File: src/rtl/splash_scheduler.sv
// Splash sprite pool: spawn/evict + per-frame lifetime, shadowed per frame; pixel valid ROM_LATENCY cycles after rom_addr.
// No backpressure: spawn_ready is high whenever out of reset, and a full pool evicts the slot with the least life left.
module splash_scheduler #(
   parameter int          NSLOTS          = 4,
   parameter int          SPRITE_W        = 50,
   parameter int          SPRITE_H        = 50,
   parameter int          ADDR_W          = 13,
   parameter int          LIFETIME_FRAMES = 30,
   parameter int          ROM_LATENCY     = 2,
   parameter logic [11:0] TRANSPARENT     = 12'h000
) (
   input  logic              clk,
   input  logic              reset_n,
   input  logic              frame_tick,
   input  logic              spawn_valid,
   output logic              spawn_ready,
   input  logic [9:0]        spawn_x,
   input  logic [8:0]        spawn_y,
   input  logic [9:0]        x,
   input  logic [8:0]        y,
   output logic [ADDR_W-1:0] rom_addr,
   input  logic [11:0]       rom_color,
   output logic              pix_valid,
   output logic [11:0]       pix_color,
   output logic [NSLOTS-1:0] active_mask,
   output logic [7:0]        drop_count
);
   localparam int LIFE_W = $clog2(LIFETIME_FRAMES + 1);
   localparam int SLOT_W = (NSLOTS > 1) ? $clog2(NSLOTS) : 1;

   logic [9:0]        sx       [NSLOTS];
   logic [8:0]        sy       [NSLOTS];
   logic [LIFE_W-1:0] life     [NSLOTS];
   logic [LIFE_W-1:0] lifeNext [NSLOTS];
   logic [9:0]        shSx     [NSLOTS];
   logic [8:0]        shSy     [NSLOTS];
   logic [NSLOTS-1:0] shActive;

   logic              doSpawn;
   logic              freeFound;
   logic [SLOT_W-1:0] freeIdx;
   logic [SLOT_W-1:0] minIdx;
   logic [SLOT_W-1:0] target;
   logic [LIFE_W-1:0] minLife;

   logic [NSLOTS-1:0]      hitVec;
   logic [ADDR_W-1:0]      addrVec [NSLOTS];
   logic                   hit;
   logic [ROM_LATENCY-1:0] hitPipe;

   assign doSpawn = spawn_valid && spawn_ready;

   // Strict less-than keeps the lowest index among equal-life candidates.
   always_comb begin
      freeFound = 1'b0;
      freeIdx   = '0;
      minIdx    = '0;
      minLife   = life[0];
      for (int i = 0; i < NSLOTS; i++) begin
         if (!freeFound && life[i] == '0) begin
            freeFound = 1'b1;
            freeIdx   = SLOT_W'(i);
         end
         if (life[i] < minLife) begin
            minLife = life[i];
            minIdx  = SLOT_W'(i);
         end
      end
      target = freeFound ? freeIdx : minIdx;
   end

   always_comb begin
      for (int i = 0; i < NSLOTS; i++) begin
         lifeNext[i] = life[i];
         if (frame_tick && life[i] != '0)
            lifeNext[i] = life[i] - LIFE_W'(1);
         if (doSpawn && target == SLOT_W'(i))
            lifeNext[i] = LIFE_W'(LIFETIME_FRAMES);
      end
   end

   // Bounds are widened one bit so sprites hanging off the screen edge clip instead of wrapping.
   for (genvar g = 0; g < NSLOTS; g++) begin : gSlot
      logic [10:0] xLo, xHi;
      logic [9:0]  yLo, yHi;
      assign xLo = {1'b0, shSx[g]};
      assign xHi = xLo + 11'(SPRITE_W);
      assign yLo = {1'b0, shSy[g]};
      assign yHi = yLo + 10'(SPRITE_H);
      assign hitVec[g] = shActive[g] && ({1'b0, x} >= xLo) && ({1'b0, x} < xHi)
                         && ({1'b0, y} >= yLo) && ({1'b0, y} < yHi);
      assign addrVec[g] = ADDR_W'(x - shSx[g]) + ADDR_W'(SPRITE_W) * ADDR_W'(y - shSy[g]);
   end

   always_comb begin
      hit      = 1'b0;
      rom_addr = '0;
      for (int i = NSLOTS - 1; i >= 0; i--) begin
         if (hitVec[i]) begin
            hit      = 1'b1;
            rom_addr = addrVec[i];
         end
      end
   end

   always_ff @(posedge clk or negedge reset_n) begin
      if (!reset_n) begin
         spawn_ready <= 1'b0;
         active_mask <= '0;
         drop_count  <= '0;
         shActive    <= '0;
         hitPipe     <= '0;
         for (int i = 0; i < NSLOTS; i++) begin
            sx[i]   <= '0;
            sy[i]   <= '0;
            life[i] <= '0;
            shSx[i] <= '0;
            shSy[i] <= '0;
         end
      end else begin
         spawn_ready <= 1'b1;
         for (int i = 0; i < NSLOTS; i++) begin
            life[i]        <= lifeNext[i];
            active_mask[i] <= (lifeNext[i] != '0);
         end
         if (doSpawn) begin
            sx[target] <= spawn_x;
            sy[target] <= spawn_y;
            if (!freeFound && drop_count != 8'hFF)
               drop_count <= drop_count + 8'd1;
         end
         // Snapshot takes pre-update state, so a same-cycle spawn first shows next frame.
         if (frame_tick) begin
            for (int i = 0; i < NSLOTS; i++) begin
               shSx[i]     <= sx[i];
               shSy[i]     <= sy[i];
               shActive[i] <= (life[i] != '0);
            end
         end
         hitPipe[0] <= hit;
         for (int i = 1; i < ROM_LATENCY; i++)
            hitPipe[i] <= hitPipe[i-1];
      end
   end

   assign pix_valid = hitPipe[ROM_LATENCY-1] && (rom_color != TRANSPARENT);
   assign pix_color = pix_valid ? rom_color : 12'h000;

endmodule

File: config.mk
export PLATFORM = sky130hd
export DESIGN_NAME = splash_scheduler
export DESIGN_NICKNAME = d
export VERILOG_FILES = /design/src/rtl/splash_scheduler.sv
export SDC_FILE = /design/constraint.sdc
export NUM_CORES = 1
export LEC_CHECK = 0
export ABC_AREA = 1
export BUFFER_PORTS_ARGS = -buffer_cell sky130_fd_sc_hd__buf_2
export CORE_ASPECT_RATIO = 0.6
export CORE_MARGIN = 3
export CORE_UTILIZATION = 28
export CTS_CLUSTER_DIAMETER = 40
export CTS_CLUSTER_SIZE = 30
export DETAILED_ROUTE_END_ITERATION = 7
export PLACE_DENSITY_LB_ADDON = 0.25
export SLEW_MARGIN = 40
export SYNTH_ARGS = -nofsm -noshare
export SYNTH_HDL_FRONTEND = slang
export SYNTH_SLANG_ARGS = --single-unit
File: constraint.sdc
create_clock -name clk -period 19.3 [get_ports clk]
set_input_delay 2.895 -clock clk [delete_from_list [all_inputs] [get_ports clk]]
set_output_delay 2.895 -clock clk [all_outputs]
set_load 0.005 [all_outputs]
# Yosys cells after proc, flatten, opt, wreduce, memory -nomap -nowiden
# Index checks and enable logic that the tools add are counted.
# classes
add_sub_neg,25
multipliers,4
n_div,0
magnitude_cmp,21
eq_ne,4
shift,0
mux,36
n_bitwise,1
n_reduce_logical,50
# ops
cell,count
$add A13 B13 Y13,4
$mul A5 B13 Y12 const A,4
$mux W13,4
$mux W5,10
$add A10 B6 Y11 const B,4
$lt A10 B11 Y1,4
$sub A10 B10 Y11,4
$add A9 B6 Y10 const B,4
$bwmux W40,1
$ge A10 B10 Y1,4
$lt A9 B10 Y1,4
$reduce_bool A5 Y1,8
$sub A9 B9 Y10,4
$bwmux W36,1
$ge A9 B9 Y1,4
$logic_and A1 B1 Y1,31
$demux W10 S2,1
$logic_not A5 Y1,4
$sub A5 B1 Y5 const B,4
$demux W9 S2,1
$lt A5 B5 Y1,3
$mux W12,1
$reduce_bool A12 Y1,1
$mux W1,10
other kinds (13),21
# totals
register_bits,191
latch_bits,0
ramBits,0
mem_bits_ro,0
word_cells,166
memories,0

# Logic depth before layout (Yosys ltp)
# logic_depth
ltp_word,18
depth_mapped,32

# Worst setup path after synthesis
# OpenSTA, ideal clock, no wires.
# synth_timing
kind,input to output
startpoint,input port y[0]
endpoint,output port rom_addr[12]
arrival_time_ns,7.220
slack_ns,9.185
cell_stages,30
path_buffers,0
path_cell_list,inv_1 ha_1 inv_1 fa_1 nand3_1 nand3_1 xor2_1 ha_1 ha_1 inv_1 fa_1 inv_1 ha_1 nand2_1 o21ai_0 nand2_1 nand2_1 a21oi_1 xnor2_1 ha_1 nand2_1 nor3_1 nand3_1 nand3_1 inv_1 nand3_1 nand3_1 nand3_1 nand3_1 nand2_1
# synth_between
elab_chain_cells,7
# synth_rtl
item,line,source
"start, declared",20,"input logic [8:0] y,"
$sub A9 B9 Y10 / $ge A9 B9 Y1 (equally long branches),"92, 91",
$mul A5 B13 Y12 / $logic_and A1 B1 Y1 (equally long branches),"92, 91",
$add A13 B13 Y13 / $logic_and A1 B1 Y1 (equally long branches),"92, 91",
$mux W13 (3 in series),99,if (hitVec[i]) begin
$mux W13 (*),99,
"end, declared",21,"output logic [ADDR_W-1:0] rom_addr,"
# Mark *: on every way between the ends. The rest lies on a longest branch, timed or not.

# Worst setup path in the final report
# Ends and elaborated chain as after synthesis.

==> flow_metrics.tcl <==
set metrics [dict create \
    status "finished clean" \
    r2r_slack_ps 14110 \
    wl_per_cell_um 16.95 \
    ctsHoldBuffers 0 \
    vias 17530 \
    place_hpwl_um 51490 \
    drt_pass1_iterations 6 \
    finalWeightedCongestion 0.8960 \
    fin_crit_sh 0.5891 \
    hold_class "reg -> reg" \
    h-tree-depth 4 \
    hold_violations 0 \
    n_fill_cell 7539 \
    synth_cells 2749 \
    synth-seq-cells 191 \
    worst_slew_pin_slew_ps 799.3 \
    ant_nets 0 \
    yosysMostFrequentCell "nand2_1" \
    synth_top_family_by_area "simple AND/OR/NAND/NOR gates" \
    seq_area_frac_synth 0.2404 \
    grt_pass1_wl_um 98220 \
    final_layout_size_suffix_gt1_frac 0.05872 \
    cap_viol_max_count 0 \
    synth_cell_types 54 \
    dr.first_iter.drc_count 1528 \
    syn_area_per_cell_um2 7.233 \
    path_clk_slew_ps 80 \
    ios 93 \
    syn_area_um2 19880 \
    setup_ws_ps 7930 \
    slowest_stage "xor2_1" \
    finalSetupViolCount 0 \
    coreArea_um2 69160 \
    slew_headroom 0.4653 \
    clockBufferDepth 2 \
    ys_warn_count 0 \
    synthTopCellsByArea "dfrtp_1 (24%), ha_1 (19%), nand2_1 (14%)" \
    cts_resized 0 \
    avgViaCountPerCell 4.686 \
    yosys.area_share.simple 0.2547 \
    gr-total-overflow 0 \
    tritoncts "done" \
    place_ws_ps 8010 \
    cts_sinks 191 \
    die_y_um 212.4 \
    synth_xor_area_frac 0.07400 \
    start_util 0.2875 \
    antenna_found_initial 3 \
    clk_latency_ps 470 \
    post-cts-setup-buffers 0 \
    die_area_um2 74350 \
    final_max_slew_viol_count 0 \
    synth_top_cell_area_share 0.2404 \
    synth-edff-count 0 \
    crit_path_max_incr_delay_ps 590 \
    cp-end-kind "primary output" \
    grt_usage 0.1719 \
    yosys_most_used_dff "dfrtp_1" \
    path_class "in -> out" \
    totalWireLength_um 63380 \
    die_w_um 350.0 \
    critPathMaxFanout 5 \
    async_flop_share 1.000 \
    grt_max_degree 79 \
    nets 3210 \
    final_area_um2 21830 \
    grt_pass1_vias 16020 \
    start_kind "input port" \
    numCtsBuffers 17 \
    critPathArrivalTime_ps 8480 \
    fin_skew_ps 15.13 \
    setup_tns_ps 0 \
    required_ps 16410 \
    cts_root_buf "clkbuf_16" \
    ys_top_cells_by_count "nand2_1 (747), inv_1 (435), ha_1 (301)" \
    yosysTopAreaCell "dfrtp_1" \
    num_rows 74 \
    portBuffers 92 \
    route.detailed.drc 0 \
    place_area_um2 21250 \
    layout_min_cycle_time_ps 11370 \
    synth_compound_area_frac 0.1033 \
    syn_to_final_growth_pct 9.798 \
    grt_setup_unrepaired "false" \
    synth_nets 3144 \
    synthAdderAreaFrac 0.2297 \
    synthMuxAreaShare 0.0005664 \
    worst_hold_slack_ps 353.4 \
    max_freq_mhz 87.95 \
]
==> layer usage <==
layer  global-route usage  part of all wire
met5                    0           0.00052
met4              0.01705            0.0049
met3              0.03889             0.065
met2               0.2121              0.35
met1               0.2943              0.58
==> through the flow <==
stage / util / cells
4_1_cts: 0.3156 / 3739
6_report: 0.3156 / 3740
5_1_grt: 0.3156 / 3739
3_5_place_dp: 0.3073 / 3708
2_1_floorplan: - / 2749
3_3_place_gp: 0.3071 / 3708
==> cell families (layout without fill, tap and decap cells) <==
family,after synthesis,after routing
and+or+nand+nor,1185,1185
buffers and inverters,487,565
AOI/OAI and AO/OA,375,375
adders and majority gates,341,341
DFF,191,191
xor gates and xnor gates,168,168
other,1,2
muxes,1,1
==> cell usage in the layout (no fill, tap or decap), types with 5 or more instances in the layout <==
master | Yosys | routed
nand2_2 | 5 | 6
o21ai_0 | 137 | 137
a21oi_1 | 170 | 170
clkbuf_16 | 0 | 17
nand2_1 | 747 | 746
nor4_1 | 7 | 7
o21bai_1 | 9 | 9
a31oi_1 | 11 | 11
nor3_1 | 32 | 32
xor2_1 | 114 | 114
nand2_4 | 5 | 5
dfrtp_1 | 191 | 191
a21o_1 | 5 | 5
o21a_1 | 9 | 9
o211ai_1 | 8 | 8
nand3_1 | 145 | 145
nor2_1 | 146 | 145
inv_6 | 1 | 6
nand4_1 | 72 | 72
inv_1 | 435 | 435
ha_1 | 301 | 301
fa_1 | 40 | 40
buf_2 | 12 | 90
xnor2_1 | 54 | 54
or2_2 | 9 | 9
==> critical path: cells and delay by family <==
kind / cells / cell delay [ps]
fa+ha+maj: 7 / 2510
simple gates: 9 / 980
buf+inv: 7 / 740
xor+xnor: 2 / 680
compound gates: 5 / 670
==> flip-flops by register name, indices dropped and copies added, names as in the netlist <==
name         flops
active_mask      4
drop_count       8
gSlot.xLo       40
gSlot.yLo       36
hitPipe          2
life            20
shActive         4
spawn_ready      1
sx              40
sy              36
==> path summary, 6_finish.rpt <==
kind	startpoint	cells after the start	end
worst min register to register	hitPipe[0]	0	hitPipe[1]
max in group asynchronous	reset_n	2	sx[8]
worst max register to register	life[17]	24	sx[1]
worst max-delay path	y[0]	30	rom_addr[12]
worst min-delay path	hitPipe[0]	0	hitPipe[1]
min in group asynchronous	reset_n	1	drop_count[1]
==> area by class of cell <==
class / count / area, um^2 / share of cell area
Clock buffer: 17 / 425.4 / 0.01949
Timing Repair Buffer: 96 / 505.5 / 0.02315
Clock inverter: 14 / 151.4 / 0.006935
Tap cell: 912 / 1141 / 0.05227
Inverter: 438 / 1649 / 0.07554
Multi-Input combinational cell: 2071 / 13180 / 0.6036
Sequential cell: 191 / 4780 / 0.2189
Antenna cell: 1 / 2.502 / 0.0001146
Power is not shown: default switching activity piles up to over one toggle a cycle in this logic, so the estimate is an artifact.
